### config.mk
export PLATFORM = sky130hd
export DESIGN_NAME = bsg_manycore_event_profiler
export DESIGN_NICKNAME = d
export VERILOG_FILES = /design/src/rtl/bsg_manycore_event_profiler.sv
export SDC_FILE = /design/constraint.sdc
export NUM_CORES = 1
export LEC_CHECK = 0
export CORE_ASPECT_RATIO = 1.5
export CORE_UTILIZATION = 65
export DETAILED_ROUTE_END_ITERATION = 6
export DONT_BUFFER_PORTS = 1
export GPL_TIMING_DRIVEN = 0
export PLACE_DENSITY_LB_ADDON = 0.1
export REMOVE_ABC_BUFFERS = 1
export SLEW_MARGIN = 5
export SYNTH_ARGS = -nofsm -noshare
export SYNTH_HDL_FRONTEND = slang
export SYNTH_SLANG_ARGS = --single-unit
### constraint.sdc
create_clock -name clk_i -period 3.5 [get_ports clk_i]
set_clock_uncertainty 0.15 [all_clocks]
set_input_delay 0.7 -clock clk_i [delete_from_list [all_inputs] [get_ports clk_i]]
set_output_delay 0.7 -clock clk_i [all_outputs]
set_load 0.01 [all_outputs]
### src/rtl/bsg_manycore_event_profiler.sv
// ============================================================================
// Module   : bsg_manycore_event_profiler
// Brief    : Per-tile cycle/event profiler with sticky overflow flags and a
//            valid/ready readout stream of all counters.
// Revision : 1.0
// ============================================================================
`default_nettype none

module bsg_manycore_event_profiler #(
    parameter  int num_events_p    = 8,
    parameter  int counter_width_p = 32,
    parameter  int saturate_p      = 1,
    localparam int idx_width_lp    = (num_events_p + 1 <= 1) ? 1 : $clog2(num_events_p + 1)
) (
    input  logic                       clk_i,
    input  logic                       reset_n_i,
    input  logic                       start_i,
    input  logic                       stop_i,
    input  logic [num_events_p-1:0]    event_v_i,
    output logic                       v_o,
    output logic [counter_width_p-1:0] data_o,
    output logic [idx_width_lp-1:0]    idx_o,
    input  logic                       ready_i,
    output logic                       counting_o,
    output logic                       done_o,
    output logic [num_events_p:0]      overflow_o
);

    typedef enum logic [1:0] {
        S_IDLE  = 2'd0,
        S_COUNT = 2'd1,
        S_DUMP  = 2'd2,
        S_DONE  = 2'd3
    } state_e;

    state_e                     state_q;
    logic [idx_width_lp-1:0]    idx_q;
    logic                       v_q;
    logic                       counting_q;
    logic                       done_q;

    logic                       clear;
    logic                       count_en;
    logic                       accept;
    logic                       last_word;
    logic [num_events_p:0]      inc;
    logic [counter_width_p-1:0] cnt_all [num_events_p+1];

    // start is honoured everywhere except during readout, and wins over stop.
    assign clear     = start_i & (state_q != S_DUMP);
    assign count_en  = (state_q == S_COUNT) & ~start_i;
    assign accept    = v_q & ready_i;
    assign last_word = (idx_q == idx_width_lp'(num_events_p));
    assign inc       = {event_v_i, 1'b1};

    always_ff @(posedge clk_i or negedge reset_n_i) begin
        if (!reset_n_i) begin
            state_q    <= S_IDLE;
            idx_q      <= '0;
            v_q        <= 1'b0;
            counting_q <= 1'b0;
            done_q     <= 1'b0;
        end else begin
            case (state_q)
                S_IDLE: begin
                    if (start_i) begin
                        state_q    <= S_COUNT;
                        counting_q <= 1'b1;
                    end
                end
                S_COUNT: begin
                    if (!start_i && stop_i) begin
                        state_q    <= S_DUMP;
                        counting_q <= 1'b0;
                        v_q        <= 1'b1;
                        idx_q      <= '0;
                    end
                end
                S_DUMP: begin
                    if (accept) begin
                        if (last_word) begin
                            state_q <= S_DONE;
                            v_q     <= 1'b0;
                            done_q  <= 1'b1;
                            idx_q   <= '0;
                        end else begin
                            idx_q <= idx_q + 1'b1;
                        end
                    end
                end
                S_DONE: begin
                    if (start_i) begin
                        state_q    <= S_COUNT;
                        counting_q <= 1'b1;
                        done_q     <= 1'b0;
                    end
                end
                default: begin
                    state_q <= S_IDLE;
                end
            endcase
        end
    end

    // Slot 0 is the cycle counter (always incrementing), slot k+1 is event k.
    for (genvar k = 0; k <= num_events_p; k++) begin : g_cnt
        logic [counter_width_p-1:0] cnt_q;
        logic [counter_width_p-1:0] cnt_d;
        logic                       ovf_q;
        logic                       ovf_d;

        always_comb begin
            cnt_d = cnt_q;
            ovf_d = ovf_q;
            if (clear) begin
                cnt_d = '0;
                ovf_d = 1'b0;
            end else if (count_en && inc[k]) begin
                if (&cnt_q) begin
                    ovf_d = 1'b1;
                    cnt_d = (saturate_p != 0) ? cnt_q : '0;
                end else begin
                    cnt_d = cnt_q + 1'b1;
                end
            end
        end

        always_ff @(posedge clk_i or negedge reset_n_i) begin
            if (!reset_n_i) begin
                cnt_q <= '0;
                ovf_q <= 1'b0;
            end else begin
                cnt_q <= cnt_d;
                ovf_q <= ovf_d;
            end
        end

        assign cnt_all[k]    = cnt_q;
        assign overflow_o[k] = ovf_q;
    end

    assign v_o        = v_q;
    assign idx_o      = idx_q;
    assign data_o     = v_q ? cnt_all[idx_q] : '0;
    assign counting_o = counting_q;
    assign done_o     = done_q;

endmodule

`default_nettype wire

Word-level counts from Yosys, hierarchy flattened

Index checks and enable logic that the tools add are counted.

Add/subtract/negate cells: 10
Multiply operators: 0
Divide/modulo/power cells: 0
$lt $le $gt $ge: 1
Eq/ne operators: 19
Shift operators: 0
Muxes and demuxes: 78
Bitwise logic cells: 5
Reductions and logical operators: 65

Operators with widths:

| kind                  | count |
|---|---|
| $mux 32               | 30 |
| $add 32x1->32 const B | 9 |
| $reduce_and 32->1     | 9 |
| $bmux 32 s4           | 1 |
| $reduce_bool 2->1     | 21 |
| $reduce_and 2->1      | 18 |
| $mux 1                | 35 |
| $ne 2x2->1 const B    | 13 |
| $mux 4                | 3 |
| $reduce_and 4->1      | 3 |
| $logic_and 1x1->1     | 9 |
| $mux 2                | 4 |
| $pmux 4 s2            | 1 |
| $pmux 1 s2            | 3 |
| $pmux 2 s3            | 1 |
| $reduce_and 3->1      | 2 |
| $ge 5x5->1 const B    | 1 |
| $not 4->5             | 1 |
| $add 4x1->4 const B   | 1 |
| $eq 2x2->1 const B    | 2 |
| $eq 4x4->1 const B    | 1 |
| $ne 2x1->1 const B    | 2 |
| $and 1x1->1           | 3 |
| $eq 2x1->1 const B    | 1 |
| other kinds (4)       | 4 |

Register bits after elaboration: 306
Bits in latches: 0
Memory bits (writable): 0
Bits in read-only memories: 0
Input port bits: 13
Output and inout port bits: 48
Word-level logic and storage cells: 201
Memories: 0

Longest topological paths before layout

Depth after elaboration: 5
Gate-level depth with buffers: 11

Worst setup path after synthesis

Ideal clock, no wire load.

Kind: flip-flop to output port
From: reg idx_q[0], in the netlist idx_o[0]
To: out data_o[8]
Arrival time: 2048 ps
Slack: 602 ps
Cell stages (with the launch flop): 8
Path through: dfrtp_1 clkbuf_1 buf_1 nor4b_1 clkbuf_1 nand2_1 o21ai_0 and2_1

Longest elaborated chain between the ends: 5

Ends and longest elaborated chain:

| what                                        | line | RTL |
|---|---|---|
| start: declaration                          | 37   | `logic [idx_width_lp-1:0] idx_q;` |
| start signal: assignment                    | 87   | `idx_q <= idx_q + 1'b1;` |
| $not 4->5 (implied by the code)             | 144  | `assign data_o = v_q ? cnt_all[idx_q] : '0;` |
| $bmux 32 s4                                 | 144  |  |
| $mux 32 (implied by the code) (2 in series) | 144  |  |
| $mux 32                                     | 144  |  |
| end: declaration                            | 21   | `output logic [counter_width_p-1:0] data_o,` |

Every way passes these cells. The select of a mux whose other input is x is not followed.

Worst setup path in the final report

From: reg idx_q[0], in the netlist idx_o[0]
To: out data_o[29]

The elaborated chain is that of the path after synthesis.

==> results.md <==
- Status: complete, but fails checks
- Failing checks: hold timing, setup timing
- Die extent in x: 146 um
- R2R depth: 6
- IO buf count: 0
- Routed wire length per instance: 26.1 um
- Unrepaired setup endpoints after global routing: yes
- WP data required: 2650 ps
- CP top delay family: multiplexers
- 1st-iter DRT viols: 2059
- Vias in the first global route: 18600
- Crit share post-route: 102%
- Detail Route Antenna Nets: 0
- Max-Cap Viols: 0
- Leak pwr: 8.25 nW
- HPWL after DPL: 45100 um
- GP Congestion: 1.03
- Post-layout nets: 2197
- Final hold vios: 306
- Relative slew slack: 7.60%
- Finished Cell Area: 22300 sq um
- Worst-case clock buffer depth: 3
- Total power: 9.64 mW
- Asr flop ratio synth: 100%
- Clk root buf: clkbuf_16
- Worst path bufs/invs: 2
- Hold/Removal Path Class: in -> async
- Later-pin clock latency in the skew report: 590 ps
- Core area: 30400 sq um
- Top cells by count, synth: dfrtp_1 (306), nand2_1 (214), nand3_1 (137)
- Initial Utilization: 66.6%
- Met1 Use GR: 47.0%
- Post-synth top area share: 37.7%
- Drt drc: 0
- CP max FO: 6
- Synth-to-layout area growth: 9.96%
- Final min period: 3560 ps
- GRT Util Overall: 41.6%
- CP arrival: 2710 ps
- Layout cells sized above 1: 11.6%
- CTS tree: built
- Reg2Reg Launch Point: g_cnt[5].cnt_q[0]
- IO Count: 61
- Antenna Cells: 0
- Yosys Warn Count: 0
- Htree depth: 1
- Die Area: 31900 sq um
- Yosys reg bits: 306
- Hold_ws: -342 ps
- Slew Limit Fails: 0
- GR Util met3: 6.35%
- Flop2flop setup slack: 90 ps
- Routing usage on met2: 70.3%
- Placed instance area: 20500 sq um
- # clock sinks: 306
- Post-synth EDFFs: 0
- Synthesized area: 20300 sq um
- Initial antenna violation count: 1
- Setup crit start kind: flop
- Gr ovfl total: 0
- Worst setup path category: reg -> out
- Total CTS buffers: 31
- Largest net degree at the start of global routing: 307
- First-pass GRT wire length: 102000 um
- Core Util, Final: 73.3%
- Slew @ Worst Pin: 1370 ps
- Critical path's slowest cell: mux4_2
- # setup viols final: 7
- Pwr dens: 432 nW/um^2
- Setup_tns: -231 ps
- Synth Area per Inst: 9.03 sq um
- Area contributors post-synth: dfrtp_1 (38%), mux4_2 (7.0%), nand2_1 (4.0%)
- CP Cell Sequence: buf_12 > clkbuf_16 > mux4_2 > mux2i_4 > o21ai_0 > and2_1
- Post-Synthesis Cells: 2247
- FMAX: 281 MHz
- Std-Cell Rows: 78
- Cell with the most instances after synthesis: dfrtp_1
- GRT Max-Usage Layer: met2
- Worst setup margin: -62.0 ps
- Maximum vdd drop: 371 uV
- Max stage delay on crit path: 570 ps
- Yosys cell types: 69
- Reg2reg end: g_cnt[5].cnt_q[25]
- Reg clk slew, reported paths: 60 ps
- Worst Setup End Kind: output pin
- Main synth FF type: dfrtp_1
- Via count: 19600
- 1st-pass router iterations: 6
- Final wirelength: 67700 um
- DR vias/cell: 7.55
- Area leader, netlist: dfrtp_1
- Die Ht: 218 um
- Seq/Total Area, Yosys: 37.7%
state kept, by name, indices dropped and copies added (netlist names):
register     flops
g_cnt.cnt_q    288
idx_o            4
done_o           1
g_cnt.ovf_q      9
v_o              1
state_q          2
counting_o       1
kinds of logic (layout without fill, tap and decap cells):
group	Yosys count	after routing	share of synthesized area [%]
xor gates and xnor gates	16	16	0.691
adders and majority gates	14	14	0.863
buffers and inverters	228	173	4.53
DFF	306	306	37.7
AOI/OAI and AO/OA	528	528	17.1
muxes	147	147	11.2
and+or+nand+nor	1008	1011	27.8
cell type report:
class	count	area, sq um
Timing Repair Buffer	47	737
Tap cell	400	500
Sequential cell	306	7670
Clock buffer	48	920
Multi-Input combinational cell	1716	12100
Fill cell	2278	8140
Inverter	68	255
Clock inverter	10	108
how the worst max path moves through the flow:
stage | cells past startpoint | slack [ps] | start | to
after floorplan | 6 | -4110 | state_q[0] | g_cnt[5].cnt_q[25]
after global placement | 6 | -9690 | state_q[0] | g_cnt[5].cnt_q[29]
after detailed placement | 6 | -1040 | state_q[1] | g_cnt[5].cnt_q[15]
after CTS | 5 | 7 | idx_o[1] | data_o[17]
after global routing | 9 | -30 | idx_o[1] | data_o[9]
final | 6 | -60 | idx_o[0] | data_o[29]
cell usage in the layout (no fill, tap or decap), types with 19 or more instances in the layout:
cell         n
a21oi_1    120
a31oi_1     84
and2_1      58
and3_1      35
and4_1      43
buf_4       19
clkbuf_16   35
dfrtp_1    302
inv_1       68
mux2i_1     58
mux4_2      63
nand2_1    214
nand2b_1    27
nand3_1    135
nand4_1    116
nor2_1     102
nor3_1      41
nor4_1      46
o21ai_0     99
o31ai_1     56
or3_1       54
or4_1       63
timing repair:
item,4_1_cts,5_1_grt
buffers inserted,14,9
gates resized for setup,50,32
pin swaps,1,1
cloned,4,6
hold endpoints to repair,306,306
endpoints found under the setup margin,193,79
per-layer routing:
metal  routed length [um]  up-vias
li1                     -     8548
met1                23000     9603
met2                33600     1149
met3                 5570      293
met4                 5540        2
met5                   13        -
report_power, final:
| part | internal, mW | total (mW) | switching, mW |
|---|---|---|---|
| clock | 1.95 | 3.44 | 1.48 |
| sequential | 3.69 | 3.98 | 0.289 |
| combinational | 0.858 | 2.23 | 1.37 |
| total | 6.50 | 9.64 | 3.14 |
metrics by stage:
step                setup WS (ps)  instances
finish                      -62.0       2595
global route                -34.8       2595
CTS                          6.57       2580
detailed placement          -1040       2504
global placement            -9690       2487
floorplan                   -4110       2087
(Power assumes the default switching activity.)
